### src/rtl/coin_pkg.sv
// Shared coin codes and issue-FSM state type for the coin acceptor front end.
package coin_pkg;

    localparam logic [1:0] COIN_NONE = 2'd0;
    localparam logic [1:0] COIN_5    = 2'd1;
    localparam logic [1:0] COIN_10   = 2'd2;

    typedef enum logic [1:0] {
        IDLE  = 2'd0,
        ISSUE = 2'd1,
        GAP   = 2'd2
    } issue_state_t;

endpackage

### src/rtl/coin_debounce.sv
// One sensor channel: 2-flop synchronizer, stability counter, debounced level
// and a one-cycle pulse on each qualified rising edge of that level.
module coin_debounce #(
    parameter int DEBOUNCE_CYCLES = 4
) (
    input  logic clk,
    input  logic rst,
    input  logic raw,
    output logic level,
    output logic rise
);

    localparam int CW = $clog2(DEBOUNCE_CYCLES + 1);

    logic          sync1;
    logic          sync2;
    logic [CW-1:0] cnt;
    logic          prev;
    logic          started;
    logic          armed;

    always_ff @(posedge clk or negedge rst) begin
        if (!rst) begin
            sync1 <= 1'b0;
            sync2 <= 1'b0;
        end else begin
            sync1 <= raw;
            sync2 <= sync1;
        end
    end

    // The level flips on the DEBOUNCE_CYCLES-th consecutive differing sample.
    always_ff @(posedge clk or negedge rst) begin
        if (!rst) begin
            cnt   <= '0;
            level <= 1'b0;
        end else if (sync2 == level) begin
            cnt <= '0;
        end else if (cnt == CW'(DEBOUNCE_CYCLES - 1)) begin
            level <= sync2;
            cnt   <= '0;
        end else begin
            cnt <= cnt + CW'(1);
        end
    end

    // A sensor already high at reset release must be seen low before it can
    // produce an event, so edges are only armed once a low sample arrives.
    always_ff @(posedge clk or negedge rst) begin
        if (!rst) begin
            prev    <= 1'b0;
            started <= 1'b0;
            armed   <= 1'b0;
        end else begin
            prev    <= level;
            started <= 1'b1;
            armed   <= armed | (started & ~sync1);
        end
    end

    assign rise = level & ~prev & armed;

endmodule

### src/rtl/coin_acceptor.sv
// Coin-slot front end: debounces both sensors, queues coin events in a small
// FIFO and issues them to the vending machine as spaced one-cycle codes.
module coin_acceptor
    import coin_pkg::*;
#(
    parameter int DEBOUNCE_CYCLES = 4,
    parameter int FIFO_DEPTH      = 4,
    parameter int GAP_CYCLES      = 1
) (
    input  logic                                clk,
    input  logic                                rst,
    input  logic                                coin5_raw,
    input  logic                                coin10_raw,
    input  logic                                hold,
    output logic [1:0]                          coin_out,
    output logic                                reject,
    output logic                                overflow,
    output logic [$clog2(FIFO_DEPTH+1)-1:0]     pending
);

    localparam int PW = $clog2(FIFO_DEPTH);
    localparam int CW = $clog2(FIFO_DEPTH + 1);
    localparam int GW = $clog2(GAP_CYCLES + 1);

    logic level5;
    logic level10;
    logic rise5;
    logic rise10;

    coin_debounce #(.DEBOUNCE_CYCLES(DEBOUNCE_CYCLES)) u_deb5 (
        .clk   (clk),
        .rst   (rst),
        .raw   (coin5_raw),
        .level (level5),
        .rise  (rise5)
    );

    coin_debounce #(.DEBOUNCE_CYCLES(DEBOUNCE_CYCLES)) u_deb10 (
        .clk   (clk),
        .rst   (rst),
        .raw   (coin10_raw),
        .level (level10),
        .rise  (rise10)
    );

    logic [1:0]    mem [FIFO_DEPTH];
    logic [PW-1:0] wr_ptr;
    logic [PW-1:0] rd_ptr;
    logic [CW-1:0] count;
    logic [1:0]    head;
    logic          full;
    logic          single;
    logic          both;
    logic [1:0]    code;
    logic          enq;
    logic          deq;
    logic          drop;

    issue_state_t  state;
    issue_state_t  state_next;
    logic [GW-1:0] gap_cnt;
    logic [GW-1:0] gap_cnt_next;
    logic [1:0]    coin_next;
    logic          can_issue;

    assign head   = mem[rd_ptr];
    assign full   = (count == CW'(FIFO_DEPTH));
    assign both   = rise5 & rise10;
    assign single = rise5 ^ rise10;
    assign code   = rise5 ? COIN_5 : COIN_10;
    assign enq    = single & (~full | deq);
    assign drop   = single & full & ~deq;

    always_ff @(posedge clk) begin
        if (enq) begin
            mem[wr_ptr] <= code;
        end
    end

    always_ff @(posedge clk or negedge rst) begin
        if (!rst) begin
            wr_ptr   <= '0;
            rd_ptr   <= '0;
            count    <= '0;
            reject   <= 1'b0;
            overflow <= 1'b0;
        end else begin
            reject   <= both;
            overflow <= drop;
            if (enq) begin
                wr_ptr <= wr_ptr + PW'(1);
            end
            if (deq) begin
                rd_ptr <= rd_ptr + PW'(1);
            end
            case ({enq, deq})
                2'b10:   count <= count + CW'(1);
                2'b01:   count <= count - CW'(1);
                default: count <= count;
            endcase
        end
    end

    assign pending   = count;
    assign can_issue = (count != '0) & ~hold;

    // The last GAP cycle may launch the next issue directly, so back-to-back
    // codes are exactly 1+GAP_CYCLES apart instead of paying an extra IDLE cycle.
    always_comb begin
        state_next   = state;
        gap_cnt_next = gap_cnt;
        coin_next    = COIN_NONE;
        deq          = 1'b0;
        case (state)
            IDLE: begin
                if (can_issue) begin
                    state_next = ISSUE;
                    coin_next  = head;
                    deq        = 1'b1;
                end
            end
            ISSUE: begin
                state_next   = GAP;
                gap_cnt_next = '0;
            end
            GAP: begin
                if (gap_cnt == GW'(GAP_CYCLES - 1)) begin
                    if (can_issue) begin
                        state_next = ISSUE;
                        coin_next  = head;
                        deq        = 1'b1;
                    end else begin
                        state_next = IDLE;
                    end
                end else begin
                    gap_cnt_next = gap_cnt + GW'(1);
                end
            end
            default: state_next = IDLE;
        endcase
    end

    always_ff @(posedge clk or negedge rst) begin
        if (!rst) begin
            state    <= IDLE;
            gap_cnt  <= '0;
            coin_out <= COIN_NONE;
        end else begin
            state    <= state_next;
            gap_cnt  <= gap_cnt_next;
            coin_out <= coin_next;
        end
    end

endmodule
### config.mk
export PLATFORM = sky130hd
export DESIGN_NAME = coin_acceptor
export DESIGN_NICKNAME = d
export VERILOG_FILES = /design/src/rtl/coin_pkg.sv /design/src/rtl/coin_debounce.sv /design/src/rtl/coin_acceptor.sv
export SDC_FILE = /design/constraint.sdc
export NUM_CORES = 1
export LEC_CHECK = 0
export ABC_AREA = 0
export CAP_MARGIN = 20
export CELL_PAD_IN_SITES_DETAIL_PLACEMENT = 0
export CELL_PAD_IN_SITES_GLOBAL_PLACEMENT = 2
export CORE_ASPECT_RATIO = 0.9
export CORE_MARGIN = 10
export CORE_UTILIZATION = 46
export CTS_BUF_LIST = sky130_fd_sc_hd__clkbuf_8
export DETAILED_ROUTE_END_ITERATION = 10
export GPL_ROUTABILITY_DRIVEN = 0
export GPL_TIMING_DRIVEN = 0
export MAX_ROUTING_LAYER = met4
export PLACE_DENSITY_LB_ADDON = 0.1
export SLEW_MARGIN = 25
export SYNTH_ARGS = -nofsm -noshare
export SYNTH_HDL_FRONTEND = slang
export SYNTH_SLANG_ARGS = --single-unit
### constraint.sdc
create_clock -name clk -period 4.4 [get_ports clk]
set_input_delay 1.1 -clock clk [delete_from_list [all_inputs] [get_ports clk]]
set_output_delay 1.1 -clock clk [all_outputs]
set_load 0.005 [all_outputs]
==> results.json, run 1 <==
{
  "power.internal_mw": 0.807,
  "worstMarginPinSlew_ns": 0.614,
  "dpl_cell_area_sq_um": 1650,
  "cts_resized": 0,
  "drt_iter0_drc": 18,
  "layout_commonest_cell": "dfrtp_1",
  "crit_type": "input pin to flop",
  "power_mw": 1.18,
  "drive_above_1_share": 0.126,
  "detail-route-antenna-nets": 0,
  "netSwitchingFraction": 0.317,
  "crit_chain": "clkdlybuf4s50_1 -> or2_4 -> nor2_1 -> ha_1 -> inv_1 -> fa_1 -> xor2_1 -> nor2_1 -> xor2_1",
  "drt-wirelength-per-cell_um": 13.0,
  "ctsRootBufferMaster": "clkbuf_8",
  "status": "finished, final reports clean",
  "power_frac_comb": 0.360,
  "p_seq_frac": 0.463,
  "grt_pass1_vias": 772,
  "skew_ns": 0.00424,
  "ys_ff_latch": 37,
  "grt_usage": 0.0838,
  "hold_path_class": "flop to flop",
  "post_cts_buffers": 0,
  "drt_pass1_iterations": 2,
  "endpoint_kind": "flop",
  "gr-total-overflow": 0,
  "switchingPower_mw": 0.374,
  "dp.final_hpwl_um": 1590,
  "dieArea_sq_um": 5920,
  "syn_to_final_growth_pct": 16.0,
  "syn_area_per_cell_sq_um": 14.9,
  "cts_tree": "built",
  "vias_per_cell": 4.59,
  "cts-htree-levels": 2,
  "slowest_stage": "clkdlybuf4s50_1",
  "synth_area_sq_um": 1490,
  "port_buffers": 11,
  "yosysWarningCount": 0,
  "slew_viol_final": 0,
  "ir_drop_mv": 0.354,
  "design_area_sq_um": 1730,
  "grt_max_degree": 30,
  "fmax_mhz": 339,
  "syn_nets": 114,
  "pre_cts_ws_ns": 1.16,
  "critPathLaunchType": "input pin",
  "max_stage_delay_ns": 0.41,
  "wl_um": 2090,
  "layout_common_cells": "dfrtp_1 (29), inv_1 (13), clkdlybuf4s50_1 (10), ha_1 (8), edfxtp_1 (8)",
  "yosysUniqueCellTypes": 24,
  "antenna_found_initial": 0,
  "insertion_delay_ns": 0.28,
  "vias": 739,
  "nets": 132,
  "final-hold-violation-count": 0,
  "grt_pass1_wl_um": 3580,
  "synth_cells": 100,
  "power_density_nw_per_um2": 684,
  "pwr-share-clk": 0.177,
  "max_slew_margin": 0.590,
  "cts.reportedPaths.clkPinSlew_ns": 0.07,
  "n_fill_cell": 267,
  "core_sq_um": 3090,
  "cts.sinks": 37,
  "arrival_ns": 3.16,
  "p_leak_nw": 0.782,
  "worstPathMaxFanout": 5,
  "antenna_cells": 0,
  "die_x_um": 80.0,
  "cts_hold_buf": 0,
  "period_share": 0.670,
  "clock_path_buffers": 2,
  "cp_data_required_time_ns": 4.61,
  "tns_ns": 0,
  "die_y_um": 74.0,
  "setup_viol": 0,
  "period_needed_ns": 2.95,
  "cts-buffers-inserted": 5,
  "maxCapViolCount": 0,
  "std_cell_rows": 19,
  "synth-seq-area-share": 0.649,
  "drc": 0,
  "rsz0062_at_grt": "no",
  "ioPinCount": 12,
  "start_util": 0.482,
  "setup_ws_ns": 1.45
}
kinds of logic after synthesis:
| family | Yosys count | share of synthesized area |
|---|---|---|
| flops | 37 | 0.649 |
| simple gates | 26 | 0.104 |
| buf+inv | 10 | 0.0252 |
| fa+ha+maj | 9 | 0.0807 |
| xor+xnor | 8 | 0.0471 |
| mux | 6 | 0.0672 |
| compound gates | 3 | 0.0244 |
| other cells | 1 | 0.00252 |
worst max-delay path, delay by kind of cell:
| kind | cells | cell delay, ns |
|---|---|---|
| simple gates | 3 | 0.66 |
| fa+ha+maj | 2 | 0.62 |
| buf+inv | 2 | 0.47 |
| xor+xnor | 2 | 0.30 |
worst paths after layout:
check	startpoint	end	slack, ns	depth (start not counted)
max in group asynchronous	rst	u_deb5.sync2	3.16	1
hold reg to reg	u_deb10.sync1	u_deb10.sync2	0.38	0
setup reg to reg	u_deb5.level	pending[2]	1.93	12
setup / recovery	hold	pending[2]	1.45	9
hold / removal	u_deb10.sync1	u_deb10.sync2	0.38	0
min in group asynchronous	rst	overflow	0.83	1
metrics by stage:
stage          cells  utilization  hold WS [ns]
2_1_floorplan    100            -         0.354
3_3_place_gp     153        0.534         0.365
3_5_place_dp     153        0.533         0.364
4_1_cts          161        0.559         0.379
5_1_grt          161        0.559         0.382
6_report         161        0.559         0.376
power by group through the flow:
stage	Clock, mW	Sequential, mW	Combinational [mW]
6_report	0.209	0.547	0.425
3_3_place_gp	0	0.550	0.419
3_5_place_dp	0	0.555	0.434
4_1_cts	0.218	0.549	0.436
2_1_floorplan	0	0.538	0.307
5_1_grt	0.236	0.560	0.486
cell type report:
type	instances	area [sq um]	area share
multi-input cells	53	485	0.281
inverters	10	37.5	0.0217
clock buffers	5	68.8	0.0399
flip-flops and latches	37	966	0.559
repair buffers	11	105	0.0609
clock inverters	3	11.3	0.00652
well taps	42	52.6	0.0304
layer usage:
layer	vias up	GRT usage	share of wire
met5	-	-	0
met4	0	0.0293	0.012
met3	3	0.0542	0.070
met2	12	0.117	0.44
met1	359	0.0952	0.47
li1	365	-	-
synth_stat cells:
master    instances  area [sq um]
a21o_1            2          15.0
a31oi_4           1          21.3
and2_1            2          12.5
and2_2            4          30.0
conb_1            1          3.75
dfrtp_1          29           726
edfxtp_1          8           240
fa_1              1          20.0
ha_1              8           100
inv_1            10          37.5
mux2_2            2          22.5
mux2_4            1          15.0
mux2i_1           1          10.0
mux4_1            2          52.6
nand2_1           1          3.75
nand3_1           1          5.00
nand3b_1          1          7.51
nor2_1            6          22.5
nor2b_1           2          12.5
nor3_1            3          15.0
nor3b_1           5          37.5
or2_4             1          8.76
xnor2_1           4          35.0
xor2_1            4          35.0
sequential cells by signal, indices dropped and copies added, names as in the netlist, 2 cells and up:
register / flops
coin_out: 2
mem: 8
pending: 3
rd_ptr: 2
u_deb10.cnt: 3
u_deb5.cnt: 3
wr_ptr: 2
Note: power is estimated with default switching activity, not from simulation.
==> run 2: changes to the inputs <==
- CORE_UTILIZATION: 46 -> 38
- clock period: 4.4 -> 2.6 ns (I/O delays scaled with it)
==> results.json, run 2 (synthesis gave the netlist of run 1 again) <==
{
  "dp.final_hpwl_um": 1510,
  "die_y_um": 79.4,
  "setup_viol": 0,
  "cts_tree": "built",
  "r2r-end": "pending[2]",
  "grt_max_degree": 30,
  "max_slew_margin": 0.571,
  "layout_common_cells": "dfrtp_1 (29), inv_1 (10), clkdlybuf4s50_1 (10), ha_1 (8), edfxtp_1 (8)",
  "worstReg2RegStart": "u_deb5.level",
  "largest_reg_flops": 8,
  "utilization": 0.465,
  "drc": 0,
  "crit_chain": "clkdlybuf4s50_1 -> or2_4 -> nor2_2 -> ha_1 -> inv_1 -> fa_1 -> xor2_1 -> nor2_1 -> xor2_1",
  "ctsRootBufferMaster": "clkbuf_8",
  "cp_data_required_time_ns": 2.81,
  "power_frac_comb": 0.351,
  "drt_iter0_drc": 27,
  "pre_cts_ws_ns": -0.282,
  "cp_num_cells": 9,
  "drive_above_1_share": 0.151,
  "rrSetupSlack_ns": 0.21,
  "ir_drop_mv": 0.696,
  "power.internal_mw": 1.40,
  "netSwitchingFraction": 0.313,
  "drt-wirelength-per-cell_um": 12.6,
  "worstMarginPinSlew_ns": 0.644,
  "hold_path_class": "flop to flop",
  "cts.sinks": 37,
  "antenna_found_initial": 0,
  "slew_viol_final": 0,
  "fmax_mhz": 407,
  "cts-htree-levels": 2,
  "layout_commonest_cell": "dfrtp_1",
  "cp-startpoint": "hold",
  "post_cts_buffers": 0,
  "crit_buf_inv": 2,
  "p_leak_nw": 0.779,
  "status": "finished, final reports clean",
  "detail-route-antenna-nets": 0,
  "cp-endpoint": "pending[2]",
  "crit_type": "input pin to flop",
  "nets": 132,
  "grt_pass1_vias": 767,
  "whs_path_depth": 0,
  "arrival_ns": 2.67,
  "rsz0062_at_grt": "no",
  "ioPinCount": 12,
  "grt_usage": 0.0742,
  "pwr-share-clk": 0.196,
  "slowest_stage": "clkdlybuf4s50_1",
  "tns_ns": 0,
  "final-hold-violation-count": 0,
  "port_buffers": 11,
  "die_x_um": 86.0,
  "holdCritStartpoint": "u_deb10.sync1",
  "cpMostUsedCell": "xor2_1",
  "multi_input_area_sq_um": 488,
  "wl_um": 2080,
  "n_fill_cell": 339,
  "clock_path_buffers": 2,
  "critPathLaunchType": "input pin",
  "cts.reportedPaths.clkPinSlew_ns": 0.07,
  "syn_to_final_growth_pct": 17.2,
  "vias_per_cell": 4.49,
  "maxCapViolCount": 0,
  "worstPathMaxFanout": 5,
  "insertion_delay_ns": 0.28,
  "p_seq_frac": 0.453,
  "period_share": 0.944,
  "switchingPower_mw": 0.637,
  "gr-total-overflow": 0,
  "core_sq_um": 3760,
  "period_needed_ns": 2.45,
  "largest_register": "mem",
  "antenna_cells": 0,
  "max_stage_delay_ns": 0.40,
  "setup_ws_ns": 0.145,
  "reg2reg_depth": 12,
  "critPathTopFamily": "simple AND/OR/NAND/NOR gates",
  "endpoint_kind": "flop",
  "vias": 741,
  "cts_hold_buf": 0,
  "std_cell_rows": 21,
  "skew_ns": 0.00183,
  "ff_latch_area_sq_um": 966,
  "grt_pass1_wl_um": 3780,
  "drt_pass1_iterations": 4,
  "start_util": 0.396,
  "power_mw": 2.03,
  "power_density_nw_per_um2": 1170,
  "cts-buffers-inserted": 5,
  "dieArea_sq_um": 6830
}
## run 2: worst register-to-register path, delay by kind of cell (launching register included)
family / cells / cell delay, ns
flops: 1 / 0.42
buf+inv: 4 / 0.38
xor+xnor: 2 / 0.30
fa+ha+maj: 3 / 0.86
simple gates: 2 / 0.30
compound gates: 1 / 0.07
## run 2: worst min path at each step
| stage | to |
|---|---|
| after floorplan | coin_out[0] |
| after global placement | u_deb10.sync2 |
| after detailed placement | u_deb10.sync2 |
| after CTS | u_deb10.sync2 |
| after global routing | u_deb10.sync2 |
| final | u_deb10.sync2 |
## run 2: final cells by class
| type | count | share of cell area |
|---|---|---|
| timing repair buffer | 11 | 0.0602 |
| clock buffer | 6 | 0.0473 |
| multi-input combinational | 53 | 0.280 |
| clock inverter | 2 | 0.00502 |
| tap | 46 | 0.0330 |
| sequential | 37 | 0.553 |
| inverter | 10 | 0.0215 |
## run 2: power by group through the flow
stage	Sequential (mW)	Combinational [mW]	Clock, mW
after CTS	0.924	0.733	0.424
final	0.920	0.714	0.399
after global placement	0.924	0.708	0
after global routing	0.945	0.816	0.452
after floorplan	0.911	0.519	0
after detailed placement	0.935	0.729	0
## run 2: per-layer routing
layer	wire [um]	global-route usage
met3	130	0.0439
met4	25	0.0345
met5	0	-
met1	1010	0.0901
met2	913	0.0951
## run 2: what timing repair did
item / CTS / global route
resized for setup: 0 / 1
endpoints found under the setup margin: 0 / 1
hold endpoints to repair: 0 / 0
## run 2: per-stage QoR
step,cells,hold slack (ns),instance area (sq um)
final,165,0.373,1750
after CTS,165,0.377,1740
after detailed placement,157,0.360,1650
after floorplan,100,0.354,1490
after global placement,157,0.359,1660
after global routing,165,0.381,1750
==> run 3: changes to the inputs <==
- CTS_CLUSTER_SIZE: not set -> 16
- PLACE_DENSITY: not set -> 0.75
- PLACE_DENSITY_LB_ADDON: 0.1 -> not set
- SLEW_MARGIN: 25 -> 20
==> results.json, run 3 (synthesis gave the netlist of run 1 again) <==
{
  "power_frac_comb": 0.352,
  "syn_to_final_growth_pct": 17.6,
  "skew_ns": 0.00540,
  "drt-wirelength-per-cell_um": 12.6,
  "vias_per_cell": 4.37,
  "drc": 0,
  "rsz0062_at_grt": "no",
  "insertion_delay_ns": 0.29,
  "std_cell_rows": 21,
  "nets": 133,
  "p_leak_nw": 0.789,
  "layout_common_cells": "dfrtp_1 (29), inv_1 (12), clkdlybuf4s50_1 (10), ha_1 (8), edfxtp_1 (8)",
  "grt_usage": 0.0746,
  "switchingPower_mw": 0.628,
  "tns_ns": 0,
  "cp_data_required_time_ns": 2.82,
  "cts_hold_buf": 0,
  "die_y_um": 79.4,
  "final-hold-violation-count": 0,
  "worstPathMaxFanout": 5,
  "instances_no_fill": 166,
  "fmax_mhz": 415,
  "layout_commonest_cell": "dfrtp_1",
  "port_buffers": 11,
  "dp.final_hpwl_um": 1500,
  "period_needed_ns": 2.41,
  "endpoint_kind": "flop",
  "detail-route-antenna-nets": 0,
  "drive_above_1_share": 0.150,
  "vias": 725,
  "setup_ws_ns": 0.191,
  "maxCapViolCount": 0,
  "die_x_um": 86.0,
  "power_density_nw_per_um2": 1160,
  "p_seq_frac": 0.454,
  "worst_hold_slack_ns": 0.379,
  "grt_use_met3": 0.0429,
  "start_util": 0.396,
  "cts-htree-levels": 2,
  "cts-buffers-inserted": 5,
  "core_sq_um": 3760,
  "antenna_found_initial": 0,
  "clock_path_buffers": 2,
  "busiest_layer": "met2",
  "crit_type": "input pin to flop",
  "max_slew_margin": 0.580,
  "netSwitchingFraction": 0.310,
  "status": "finished, final reports clean",
  "cts_tree": "built",
  "gr-total-overflow": 0,
  "cts.sinks": 37,
  "cts.reportedPaths.clkPinSlew_ns": 0.07,
  "largest_register": "mem",
  "worstMarginPinSlew_ns": 0.630,
  "arrival_ns": 2.62,
  "drt_iter0_drc": 27,
  "dpl.cell_count": 157,
  "ir_drop_mv": 0.665,
  "slew_viol_final": 0,
  "dieArea_sq_um": 6830,
  "pwr-share-clk": 0.195,
  "drt_pass1_iterations": 4,
  "hold_path_class": "input pin to async pin",
  "grt_pass1_wl_um": 3660,
  "use_met1": 0.0867,
  "antenna_cells": 0,
  "grtUsageMet2": 0.0921,
  "grt_max_degree": 30,
  "period_share": 0.926,
  "power.internal_mw": 1.40,
  "largest_reg_flops": 8,
  "setup_viol": 0,
  "critPathLaunchType": "input pin",
  "grt_pass1_vias": 744,
  "pre_cts_ws_ns": -0.241,
  "wl_um": 2100,
  "ioPinCount": 12,
  "ctsRootBufferMaster": "clkbuf_8"
}
==> run 3: per-layer routing <==
layer,up-vias,share of wire,wire [um]
met5,-,0,0
met4,0,0.033,70
met3,6,0.058,122
met2,10,0.46,961
met1,343,0.45,942
li1,366,-,-
==> run 3: final cells by class <==
cell class / count / area, sq um
timing repair buffer: 12 / 113
sequential: 37 / 966
multi-input combinational: 53 / 488
clock inverter: 2 / 7.51
inverter: 10 / 37.5
fill: 349 / 2010
tap: 46 / 57.6
clock buffer: 6 / 82.6
==> run 3: final timing paths <==
path / from / to / slack (ns) / cells after the start
max: hold / pending[2] / 0.19 / 9
min in group clk: u_deb10.sync1 / u_deb10.sync2 / 0.38 / 0
max in group asynchronous: rst / u_deb10.cnt[1] / 1.81 / 1
min reg2reg: u_deb10.sync1 / u_deb10.sync2 / 0.38 / 0
max reg2reg: u_deb5.level / pending[2] / 0.23 / 12
min: rst / rd_ptr[1] / 0.38 / 1
==> run 3: critical path: stages <==
cell             delay, ns
clkdlybuf4s50_1       0.40
or2_4                 0.28
nor2_2                0.22
ha_1                  0.23
inv_1                 0.06
fa_1                  0.37
xor2_1                0.15
nor2_1                0.11
xor2_1                0.14
==> run 3: power groups by stage <==
stage	Combinational, mW	Clock (mW)	Sequential, mW
2_1_floorplan	0.519	0	0.911
3_3_place_gp	0.700	0	0.929
3_5_place_dp	0.719	0	0.934
4_1_cts	0.721	0.407	0.925
5_1_grt	0.820	0.441	0.944
6_report	0.714	0.395	0.921
==> run 3: timing repair <==
item / 4_1_cts / 5_1_grt
buffers inserted: 0 / 1
endpoints found under the setup margin: 0 / 1
resized for setup: 0 / 1
==> run 3: metrics by stage <==
stage / power [mW] / utilization / area, sq um
6_report: 2.03 / 0.466 / 1750
5_1_grt: 2.21 / 0.466 / 1750
4_1_cts: 2.05 / 0.464 / 1740
3_5_place_dp: 1.65 / 0.440 / 1650
3_3_place_gp: 1.63 / 0.441 / 1660
2_1_floorplan: 1.43 / - / 1490
